File: src/rtl/cpu_bus_seq.sv
// cpu_bus_seq: bus-cycle sequencer feeding the cpu_bus tm/ad encoder
// Walks each CPU request through CHECK / ADDR / DATA / TURN and returns ack, err and read data.
// Optional DATA-state timeout is built when XIBUS_TIMEOUT_EN is defined.
module cpu_bus_seq #(
    parameter int ADDR_CYCLES    = 2,
    parameter int TIMEOUT_CYCLES = 255
) (
    input  logic        clk,
    input  logic        rst,
    input  logic        cpu_req,
    input  logic [3:0]  cpu_write,
    input  logic [31:0] cpu_addr,
    input  logic [31:0] cpu_wdata,
    output logic        cpu_ack,
    output logic        cpu_err,
    output logic [31:0] cpu_rdata,
    output logic        adrcyn_o,
    output logic [3:0]  enc_write_o,
    output logic [31:0] enc_addr_o,
    output logic [31:0] enc_wdata_o,
    input  logic        enc_err_i,
    output logic        bus_oe_o,
    output logic        dsn_o,
    input  logic        rdyn_i,
    input  logic [31:0] bus_ad_i
);
    localparam logic [2:0] S_IDLE  = 3'd0;
    localparam logic [2:0] S_CHECK = 3'd1;
    localparam logic [2:0] S_ADDR  = 3'd2;
    localparam logic [2:0] S_DATA  = 3'd3;
    localparam logic [2:0] S_TURN  = 3'd4;
    localparam int ACW = ADDR_CYCLES > 1 ? $clog2(ADDR_CYCLES) : 1;
    logic [2:0]     state;
    logic [2:0]     nxt;
    logic [ACW-1:0] acnt;
    logic           err_set;
    logic           to_hit;
`ifdef XIBUS_TIMEOUT_EN
    localparam int TCW = $clog2(TIMEOUT_CYCLES + 1) > 8 ? $clog2(TIMEOUT_CYCLES + 1) : 8;
    logic [TCW-1:0] tcnt;
    // Count DATA cycles spent waiting on a not-ready target; idle at zero elsewhere
    always_ff @(posedge clk) begin
        if (rst)
            tcnt <= '0;
        else
            tcnt <= state != S_DATA || nxt != S_DATA ? '0 : rdyn_i ? tcnt + TCW'(1) : tcnt;
    end
    assign to_hit = state == S_DATA && rdyn_i && tcnt == TCW'(TIMEOUT_CYCLES - 1);
`else
    assign to_hit = 1'b0;
`endif
    // Next-state decode; err_set marks transitions into TURN that must report an error
    always_comb begin
        nxt     = state;
        err_set = 1'b0;
        case (state)
            S_IDLE:  nxt = cpu_req ? S_CHECK : S_IDLE;
            S_CHECK: begin
                nxt     = enc_err_i ? S_TURN : S_ADDR;
                err_set = enc_err_i;
            end
            S_ADDR:  nxt = acnt == ACW'(ADDR_CYCLES - 1) ? S_DATA : S_ADDR;
            S_DATA:  begin
                nxt     = !rdyn_i || to_hit ? S_TURN : S_DATA;
                err_set = to_hit;
            end
            S_TURN:  nxt = S_IDLE;
            default: nxt = S_IDLE;
        endcase
    end
    // State register and address-phase length counter
    always_ff @(posedge clk) begin
        if (rst) begin
            state <= S_IDLE;
            acnt  <= '0;
        end else begin
            state <= nxt;
            acnt  <= state == S_ADDR && nxt == S_ADDR ? acnt + ACW'(1) : '0;
        end
    end
    // Bus control and handshake outputs are registered from the next state so they align with it
    always_ff @(posedge clk) begin
        if (rst) begin
            adrcyn_o <= 1'b1;
            dsn_o    <= 1'b1;
            bus_oe_o <= 1'b0;
            cpu_ack  <= 1'b0;
            cpu_err  <= 1'b0;
        end else begin
            adrcyn_o <= nxt != S_ADDR;
            dsn_o    <= nxt != S_DATA;
            bus_oe_o <= nxt == S_ADDR || (nxt == S_DATA && |enc_write_o);
            cpu_ack  <= nxt == S_TURN;
            cpu_err  <= nxt == S_TURN && err_set;
        end
    end
    // Latch the request fields in IDLE; capture read data on the ready edge, zero it on timeout
    always_ff @(posedge clk) begin
        if (rst) begin
            enc_write_o <= '0;
            enc_addr_o  <= '0;
            enc_wdata_o <= '0;
            cpu_rdata   <= '0;
        end else begin
            if (state == S_IDLE && cpu_req) begin
                enc_write_o <= cpu_write;
                enc_addr_o  <= cpu_addr;
                enc_wdata_o <= cpu_wdata;
            end
            if (to_hit)
                cpu_rdata <= '0;
            else if (state == S_DATA && !rdyn_i && enc_write_o == 4'b0000)
                cpu_rdata <= bus_ad_i;
        end
    end
endmodule

File: config.mk
export PLATFORM = sky130hd
export DESIGN_NAME = cpu_bus_seq
export DESIGN_NICKNAME = d
export VERILOG_FILES = /design/src/rtl/cpu_bus_seq.sv
export SDC_FILE = /design/constraint.sdc
export NUM_CORES = 1
export LEC_CHECK = 0
export BUFFER_PORTS_ARGS = -buffer_cell sky130_fd_sc_hd__buf_2
export CAP_MARGIN = 10
export CORE_MARGIN = 8
export CORE_UTILIZATION = 45
export CTS_BUF_LIST = sky130_fd_sc_hd__clkbuf_8
export CTS_CLUSTER_DIAMETER = 150
export DETAILED_ROUTE_END_ITERATION = 8
export PLACE_DENSITY = 0.81
export SYNTH_ARGS = -nofsm -noshare
export SYNTH_HDL_FRONTEND = slang
export SYNTH_SLANG_ARGS = --single-unit
File: constraint.sdc
create_clock -name clk -period 1.7 [get_ports clk]
set_input_delay 0.255 -clock clk [delete_from_list [all_inputs] [get_ports clk]]
set_output_delay 0.255 -clock clk [all_outputs]
set_load 0.05 [all_outputs]
==> impl_metrics.tcl, run 1 <==
set metrics [dict create \
    outcome "complete, no violations" \
    start_util_pct 46.2 \
    highest_layer "met4" \
    htree_levels 3 \
    yosys_warnings 0 \
    io_pins 210 \
    synth_nets 576 \
    drt_pass1_iterations 4 \
    pwr-share-comb_pct 19.4 \
    fp.dieH_microns 108 \
    pwr-share-clk_pct 28.1 \
    syn_to_final_growth_pct 34.5 \
    rr_worst_depth 5 \
    syn-instance-count 471 \
    hold_viol_final 0 \
    drive_above_1_share_pct 35.7 \
    hold_buffers 0 \
    cp.required_ps 1970 \
    fmax_ghz 0.693 \
    cts_tree "done" \
    ctsResizeCount 0 \
    synth_area_sq_um 3800 \
    clk_latency_ps 350 \
    netSwitchingFraction_pct 31.4 \
    post-place-cells 762 \
    finalCriticalPeriod_ps 1440 \
    grt_antenna_before_repair 1 \
    die_x_microns 108 \
    worstSetupStartpoint "state[1]" \
    finalMaxSlewViolations 0 \
    grt_max_degree 43 \
    die_area_sq_um 11600 \
    clkSlewWorstSetupHoldPaths_ps 100 \
    route.met2.wl_microns 5390 \
    clock_path_buffers 2 \
    arrival_ps 1720 \
    worst_slew_pin_slew_ps 340 \
    gp_congestion 0.797 \
    routed_wl_microns 11100 \
    wl_per_cell_microns 14.3 \
    clock_skew_ps 10.9 \
    core_area_sq_um 8220 \
    portBuffers 209 \
    switching_power_w 0.00164 \
    fin_setup_tns_ps 0 \
    crit_type "flip-flop to flip-flop" \
    cp-end-kind "flip-flop" \
    min_period_over_period_pct 84.9 \
    synth.distinct_cells 21 \
    grt_util_all_layers_pct 18.4 \
    power.internal_w 0.00358 \
    nNetsFinal 773 \
    p_leak_nw 2.42 \
    antenna_left 0 \
    grt_overflow 0 \
    avgSynthCellArea_sq_um 8.07 \
    post_cts_buffers 0 \
    clockRootBuffer "clkbuf_8" \
    synth-seq-area-share_pct 57.4 \
    cts_buffers 9 \
    worstSetupStartpointType "flip-flop" \
    worstPathMaxFanout 32 \
    hold_class "input port to flip-flop" \
    grt_setup_unrepaired "false" \
    num_vias 3737 \
    rows 33 \
    grt_pass1_wl_microns 17300 \
    finalNonFillerCells 779 \
    irDropWorstVdd_mv 0.524 \
    viasPerCell 4.80 \
    grt_pass1_vias 3668 \
    wl_met3_microns 1310 \
    num-fill-cells 727 \
    clock_sinks 109 \
    wl_met1_microns 4280 \
    p_per_area_nw_per_um2 1020 \
    setup_violations 0 \
    timing.rr.end "enc_addr_o[0]" \
    r2r-start "state[1]" \
    p_seq_share_pct 52.5 \
    crit_end "enc_addr_o[0]" \
    drv_cap 0 \
    dpl.hpwl_microns 8650 \
    drt_iter0_drc 177 \
    ff2ff_setup_slack_ps 260 \
    synth-seq-cells 109 \
    drc 0 \
    relSlewSlack_pct 77.3 \
]
power by group through the flow:
| stage | Combinational (W) | Sequential [W] | Clock (W) |
|---|---|---|---|
| global route | 0.00109 | 0.00276 | 0.00162 |
| detailed placement | 0.00102 | 0.00280 | 0 |
| finish | 0.00101 | 0.00274 | 0.00147 |
| global placement | 0.00101 | 0.00279 | 0 |
| floorplan | 0.000289 | 0.00320 | 0 |
| CTS | 0.00102 | 0.00274 | 0.00151 |
routing by layer:
metal	global-route usage, %	up-vias
li1	-	1904
met1	20.2	1671
met2	30.0	147
met3	8.98	15
met4	6.74	0
met5	0	-
worst max-delay path: stages (launching register included):
cell and delay [ps]:
dfxtp_1 460, inv_1 120, nand3_2 170, buf_4 350, nand2_1 100, a21oi_1 170
cells in the mapped netlist (all sizes together):
| master | instances | area [sq um] |
|---|---|---|
| nand2b | 2 | 12.5 |
| buf | 18 | 133 |
| and2 | 1 | 6.26 |
| nand2 | 205 | 769 |
| and4bb | 1 | 12.5 |
| a21oi | 104 | 521 |
| nor4 | 1 | 12.5 |
| nor2 | 5 | 18.8 |
| or2 | 1 | 6.26 |
| nor3 | 1 | 10.0 |
| nor3b | 2 | 15.0 |
| nand3 | 1 | 5.00 |
| mux2 | 1 | 11.3 |
| a21boi | 1 | 7.51 |
| and4b | 1 | 10.0 |
| clkbuf | 15 | 56.3 |
| dfxtp | 109 | 2180 |
| and3 | 1 | 6.26 |
| inv | 1 | 3.75 |
worst min-delay path by stage:
stage                   from             end  slack (ps)  cells after the start
4_1_cts         cpu_addr[21]  enc_addr_o[21]         110                      3
5_1_grt         cpu_addr[30]  enc_addr_o[30]         100                      3
6_report        bus_ad_i[15]   cpu_rdata[15]         130                      3
3_5_place_dp   enc_addr_o[8]   enc_addr_o[8]         440                      2
2_1_floorplan            rst        state[1]         350                      1
3_3_place_gp   cpu_rdata[30]   cpu_rdata[30]         440                      2
flip-flops by register name, summed over array words and instances, names as in the netlist:
register     count
cpu_err          1
dsn_o            1
bus_oe_o         1
cpu_ack          1
enc_addr_o      32
cpu_rdata       32
state            3
adrcyn_o         1
acnt             1
enc_write_o      4
enc_wdata_o     32
area by class of cell:
cell class	instances	area (sq um)	share of cell area [%]
repair buffers	219	1170	23.0
clock inverters	5	35.0	0.686
flip-flops and latches	109	2180	42.7
diodes	1	2.50	0.0490
clock buffers	11	151	2.96
multi-input cells	328	1430	28.0
well taps	105	131	2.57
inverters	1	3.75	0.0735
layout by cell type, fill, tap and decap left out, types with 2 or more instances in the layout:
master and n:
clkbuf_8 11, buf_2 208, a21oi_1 104, dfxtp_1 109, buf_12 4, nor2_1 5
inv_1 2, buf_4 7, nor3b_1 2, nand2_1 205, clkinv_4 2, nand2b_1 2
logic make-up (layout without fill, tap and decap cells):
logic type / Yosys count / after routing / synth area share, %
flops: 109 / 109 / 57.4
compound gates: 105 / 105 / 13.9
mux: 1 / 1 / 0.296
buf+inv: 34 / 236 / 5.07
other cells: 0 / 1 / 0
simple gates: 222 / 222 / 23.3
through the flow:
step | util, % | worst slack [ps] | hold slack [ps] | cell area [sq um] | power, W
6_report | 62.2 | 256 | 126 | 5110 | 0.00522
4_1_cts | 62.2 | 252 | 109 | 5110 | 0.00527
3_3_place_gp | 59.9 | 295 | 438 | 4920 | 0.00380
5_1_grt | 62.2 | 78.5 | 101 | 5110 | 0.00547
3_5_place_dp | 59.9 | 270 | 443 | 4920 | 0.00382
2_1_floorplan | - | 243 | 347 | 3800 | 0.00349
Power figures use the tool's default switching activity.
==> inputs of run 2 (changes only) <==
--- a/config.mk
+++ b/config.mk
@@ -5,6 +5,7 @@
 export SDC_FILE = /design/constraint.sdc
 export NUM_CORES = 1
 export LEC_CHECK = 0
+export ABC_AREA = 1
 export BUFFER_PORTS_ARGS = -buffer_cell sky130_fd_sc_hd__buf_2
 export CAP_MARGIN = 10
 export CORE_MARGIN = 8
@@ -12,7 +13,7 @@
 export CTS_BUF_LIST = sky130_fd_sc_hd__clkbuf_8
 export CTS_CLUSTER_DIAMETER = 150
 export DETAILED_ROUTE_END_ITERATION = 8
-export PLACE_DENSITY = 0.81
+export PLACE_DENSITY = 0.79
 export SYNTH_ARGS = -nofsm -noshare
 export SYNTH_HDL_FRONTEND = slang
 export SYNTH_SLANG_ARGS = --single-unit
==> constraint.sdc (replaced) <==
create_clock -name clk -period 1.4 [get_ports clk]
set_input_delay 0.21 -clock clk [delete_from_list [all_inputs] [get_ports clk]]
set_output_delay 0.21 -clock clk [all_outputs]
set_load 0.05 [all_outputs]
==> run 2 against run 1 <==
Compared with the run above: fmax is 9.9% higher; highest routed layer unchanged; critical path depth increased by 1; clock skew is 2.9 ps higher; non-clock buffer count rose by 7.
==> impl_metrics.tcl, run 2 <==
set metrics [dict create \
    top_regs "cpu_rdata (32), enc_addr_o (32), enc_wdata_o (32)" \
    min_path_cells 3 \
    yosys_warnings 0 \
    crit_type "flip-flop to flip-flop" \
    wl_per_cell_microns 13.6 \
    antenna_left 0 \
    p_per_area_nw_per_um2 1230 \
    post-place-ws_ps -14.8 \
    start_util_pct 46.0 \
    syn_to_final_growth_pct 33.4 \
    grt_util_all_layers_pct 18.0 \
    power_w 0.00697 \
    syn-instance-count 546 \
    synth-seq-area-share_pct 51.6 \
    async_flop_share_pct 0 \
    gp_congestion 0.780 \
    cp-end-kind "flip-flop" \
    core_area_sq_um 9200 \
    die_x_microns 113 \
    num_antenna_cells 0 \
    synth_edf_count 0 \
    dpl.hpwl_microns 9110 \
    grt_pass1_vias 4079 \
    clock_skew_ps 13.9 \
    avgSynthCellArea_sq_um 7.75 \
    hold_class "input port to flip-flop" \
    drt_pass1_iterations 4 \
    synth_nets 651 \
    max_stage_delay_ps 400 \
    hold_viol_final 0 \
    finalMaxSlewViolations 0 \
    worstSetupStartpointType "flip-flop" \
    routed_wl_microns 11800 \
    timing.rr.end "adrcyn_o" \
    worst_slew_pin_slew_ps 284 \
    num_vias 4032 \
    clkSlewWorstSetupHoldPaths_ps 110 \
    grt_pass1_wl_microns 19100 \
    cts_buffers 9 \
    synth_area_sq_um 4230 \
    portBuffers 209 \
    synth.area.top_cells "dfxtp_1 (52%), inv_1 (9.1%), o21ai_1 (8.2%), a21oi_1 (6.5%), nor2_1 (6.0%)" \
    outcome "complete, no violations" \
    cp.required_ps 1650 \
    irDropWorstVdd_mv 0.883 \
    htree_levels 3 \
    synth_commonest_cells "dfxtp_1 (109), inv_1 (103), o21ai_1 (69), nor2_1 (68), a21oi_1 (55)" \
    hold_buffers 0 \
    synth.most_common_cell "dfxtp_1" \
    drive_above_1_share_pct 36.1 \
    drt_iter0_drc 230 \
    drv_cap 0 \
    relSlewSlack_pct 81.0 \
    worstPathMaxFanout 18 \
    clk_latency_ps 350 \
    synth_area_leader_cell "dfxtp_1" \
    clock_path_buffers 2 \
    whs_ps 112 \
    fmax_ghz 0.761 \
    grt_antenna_before_repair 0 \
    fin_setup_tns_ps 0 \
    grt_setup_unrepaired "false" \
    setup_ws_ps 85.8 \
    layout.cells.most_common "buf_2" \
    finalCriticalPeriod_ps 1310 \
    synth_flop_cell "dfxtp_1" \
    drc 0 \
    grt_overflow 0 \
    rows 35 \
    synth-seq-cells 109 \
    fp.dieH_microns 113 \
    min_to "enc_addr_o[11]" \
    clock_sinks 109 \
    grt_max_degree 42 \
    synth.distinct_cells 21 \
    p_leak_nw 2.85 \
    final_cell_mix "buf_2 (209), dfxtp_1 (107), inv_1 (104)" \
    io_pins 210 \
    path_cells "inv_2 -> nand3_4 -> buf_12 -> nand3_1 -> nor2_1 -> nand2_1" \
    nNetsFinal 854 \
    yosysTopAreaCellShare_pct 51.6 \
    rr_worst_depth 6 \
    min-delay-start "cpu_addr[11]" \
    slowest_stage "dfxtp_4" \
    utilization_pct 61.4 \
    ff2ff_setup_slack_ps 90 \
    cts_tree "done" \
    setup_violations 0 \
    die_area_sq_um 12800 \
    clockRootBuffer "clkbuf_8" \
    viasPerCell 4.66 \
    min_period_over_period_pct 93.9 \
    arrival_ps 1560 \
    r2r-start "state[0]" \
]
==> run 2: cell count changes after synthesis, moves of 3 or more <==
cell | previous run | this run
a21oi_1 | 104 | 55
a21oi_2 | 0 | 16
o21ai_1 | 0 | 69
buf_1 | 0 | 5
inv_1 | 1 | 103
buf_6 | 6 | 3
buf_4 | 2 | 13
clkbuf_1 | 15 | 4
nand2_1 | 205 | 40
inv_2 | 0 | 5
nor2_1 | 5 | 68
nand3_1 | 1 | 36
==> run 2: logic make-up after synthesis <==
group	share of synthesized area (%)
buf+inv	14.7
simple gates	15.6
compound gates	18.1
flops	51.6
==> run 2: final cells by class <==
cell class | instances | area, sq um
Clock buffer | 10 | 138
Clock inverter | 6 | 48.8
Fill cell | 802 | 3550
Inverter | 108 | 405
Multi-Input combinational cell | 295 | 1460
Sequential cell | 109 | 2190
Tap cell | 111 | 139
Timing Repair Buffer | 226 | 1260
==> run 2: critical path, delay by kind of cell (launching register included) <==
family	cells	cell delay, ps
simple gates	4	560
flops	1	400
buf+inv	2	270
==> run 2: worst max-delay path by stage <==
stage	startpoint	to	slack, ps
2_1_floorplan	enc_write_o[2]	cpu_rdata[10]	1
3_3_place_gp	state[1]	enc_wdata_o[13]	90
3_5_place_dp	state[0]	adrcyn_o	-10
4_1_cts	state[1]	adrcyn_o	20
5_1_grt	state[2]	cpu_rdata[16]	10
6_report	state[0]	adrcyn_o	90
==> run 2: power breakdown <==
group          switching [W]  internal, W  total [W]
clock                0.00106     0.000714    0.00178
combinational        0.00128     0.000497    0.00178
sequential          0.000107      0.00331    0.00341
==> run 2: per-layer routing <==
metal | global-route usage [%] | vias to the layer above | share of wire [%]
met2 | 31.1 | 149 | 47
met5 | 0 | - | 0
met4 | 5.33 | 0 | 1.5
met3 | 9.27 | 15 | 12
li1 | - | 2113 | -
met1 | 18.6 | 1755 | 40
==> run 2: per-stage QoR <==
stage | std cells | instance area [sq um]
2_1_floorplan | 546 | 4230
5_1_grt | 865 | 5650
3_5_place_dp | 846 | 5420
6_report | 865 | 5650
4_1_cts | 862 | 5610
3_3_place_gp | 846 | 5420
==> run 2: timing repair <==
item                                    4_1_cts  5_1_grt
resized for setup                             2        4
buffers inserted                              0        2
pin swaps                                     0        1
gates cloned                                  0        1
endpoints found under the setup margin       13       72
endpoints found under the hold margin         0        0
==> inputs of run 3 (changes only) <==
--- a/config.mk
+++ b/config.mk
@@ -8,12 +8,14 @@
 export ABC_AREA = 1
 export BUFFER_PORTS_ARGS = -buffer_cell sky130_fd_sc_hd__buf_2
 export CAP_MARGIN = 10
+export CELL_PAD_IN_SITES_DETAIL_PLACEMENT = 1
+export CELL_PAD_IN_SITES_GLOBAL_PLACEMENT = 2
 export CORE_MARGIN = 8
-export CORE_UTILIZATION = 45
+export CORE_UTILIZATION = 25
 export CTS_BUF_LIST = sky130_fd_sc_hd__clkbuf_8
 export CTS_CLUSTER_DIAMETER = 150
 export DETAILED_ROUTE_END_ITERATION = 8
-export PLACE_DENSITY = 0.79
+export PLACE_DENSITY_LB_ADDON = 0.1
 export SYNTH_ARGS = -nofsm -noshare
 export SYNTH_HDL_FRONTEND = slang
 export SYNTH_SLANG_ARGS = --single-unit
==> run 3 against run 2 <==
Compared with the run above: combinational power about the same; core utilization down 27 points; first-iteration DRC count shrank 48%; sequential power about the same; sequential cell count unchanged; hold slack worse by 30 ps; critical path depth decreased by 5; worst setup slack improved by 67 ps; largest cell class unchanged; cell area grew 1.7%; total power is 3.7% higher.
==> impl_metrics.tcl, run 3 (synthesized netlist as in run 2, its figures left out) <==
set metrics [dict create \
    outcome "complete, no violations" \
    clock_sinks 109 \
    antenna_left 0 \
    hold_class "input port to flip-flop" \
    die_x_microns 146 \
    grt_util_all_layers_pct 13.1 \
    grt_pass1_vias 4309 \
    irDropWorstVdd_mv 0.447 \
    syn_to_final_growth_pct 35.6 \
    hold_viol_final 0 \
    post_cts_buffers 0 \
    relSlewSlack_pct 78.7 \
    drc 0 \
    crit_buf_inv 1 \
    clock_skew_ps 6.50 \
    rows 47 \
    layout.cells.most_common "buf_2" \
    die_area_sq_um 21300 \
    grt_setup_unrepaired "false" \
    worstSetupStartpointType "flip-flop" \
    design_area_sq_um 5740 \
    cts_tree "done" \
    io_pins 210 \
    gp_congestion 0.720 \
    clk_latency_ps 370 \
    p_leak_nw 2.83 \
    finalCriticalPeriod_ps 1250 \
    drt_iter0_drc 120 \
    num_antenna_cells 0 \
    portBuffers 209 \
    min_period_over_period_pct 89.1 \
    path_cells "buf_2" \
    finalMaxSlewViolations 0 \
    nNetsFinal 846 \
    drive_above_1_share_pct 35.4 \
    start_util_pct 25.5 \
    routed_wl_microns 14200 \
    clock_path_buffers 2 \
    cts_buffers 9 \
    viasPerCell 4.24 \
    worstPathMaxFanout 3 \
    cp-end-kind "output port" \
    drv_cap 0 \
    worst_slew_pin_slew_ps 319 \
    final_cell_mix "buf_2 (209), dfxtp_1 (107), inv_1 (104)" \
    fmax_ghz 0.802 \
    grt_max_degree 56 \
    dpl.hpwl_microns 10700 \
    post-place-ws_ps 1.17 \
    critPathTopFamily "flip-flops" \
    num_vias 4097 \
    wl_per_cell_microns 14.7 \
    htree_levels 3 \
    grt_overflow 0 \
    grt_antenna_before_repair 4 \
    utilization_pct 34.6 \
    cp.required_ps 1190 \
    setup_ws_ps 153 \
    ff2ff_setup_slack_ps 160 \
    placed_area_sq_um 5520 \
    drt_pass1_iterations 4 \
    top_regs "cpu_rdata (32), enc_addr_o (32), enc_wdata_o (32)" \
    core_area_sq_um 16600 \
    crit_type "flip-flop to output port" \
    max_stage_delay_ps 370 \
    fp.dieH_microns 146 \
    slowest_stage "dfxtp_1" \
    clockRootBuffer "clkbuf_8" \
    p_per_area_nw_per_um2 1260 \
    fin_setup_tns_ps 0 \
    clkSlewWorstSetupHoldPaths_ps 100 \
    grt_pass1_wl_microns 22500 \
    setup_violations 0 \
    arrival_ps 1040 \
]
## run 3: cell count changes in the layout (fill, tap and decap cells not counted), sizes merged
cell	previous run	this run
clkinv	3	1
clkbuf	10	12
nand3	39	38
inv	110	109
bufinv	0	1
buf	226	219
## run 3: area by class of cell
cell class	instances	area (sq um)
Clock buffer	12	165
Clock inverter	4	46.3
Fill cell	2110	10800
Inverter	108	405
Multi-Input combinational cell	294	1450
Sequential cell	109	2180
Tap cell	220	275
Timing Repair Buffer	219	1210
## run 3: stage by stage
| step | power (W) | cells | hold WS, ps |
|---|---|---|---|
| 2_1_floorplan | 0.00473 | 546 | 279 |
| 3_3_place_gp | 0.00524 | 950 | 422 |
| 3_5_place_dp | 0.00528 | 950 | 417 |
| 4_1_cts | 0.00739 | 966 | 65.4 |
| 5_1_grt | 0.00764 | 966 | 64.3 |
| 6_report | 0.00722 | 966 | 82.2 |
## run 3: worst paths after layout
path,end,depth (start not counted),start
min reg2reg,acnt,1,acnt
max reg2reg,cpu_rdata[15],7,state[1]
min,state[2],2,rst
max,enc_write_o[0],1,enc_write_o[0]
## run 3: timing repair
action | 4_1_cts | 5_1_grt
endpoints found under the setup margin | 3 | 13
resized for setup | 1 | 3
pin swaps | 0 | 0
gates cloned | 0 | 0
hold buffers | 0 | 0
## run 3: where the power goes
| part | internal [W] | switching (W) | total (W) |
|---|---|---|---|
| logic | 0.000472 | 0.00129 | 0.00176 |
| clock network | 0.000967 | 0.00108 | 0.00205 |
| registers | 0.00331 | 0.000105 | 0.00341 |
| total | 0.00475 | 0.00247 | 0.00722 |
## run 3: metal layers
metal,up-vias,track usage (%),share of wire (%)
met4,8,4.48,1.2
met2,112,23.5,51
met1,1874,13.5,39
met5,-,0,0.40
met3,17,5.66,8.6
li1,2086,-,-
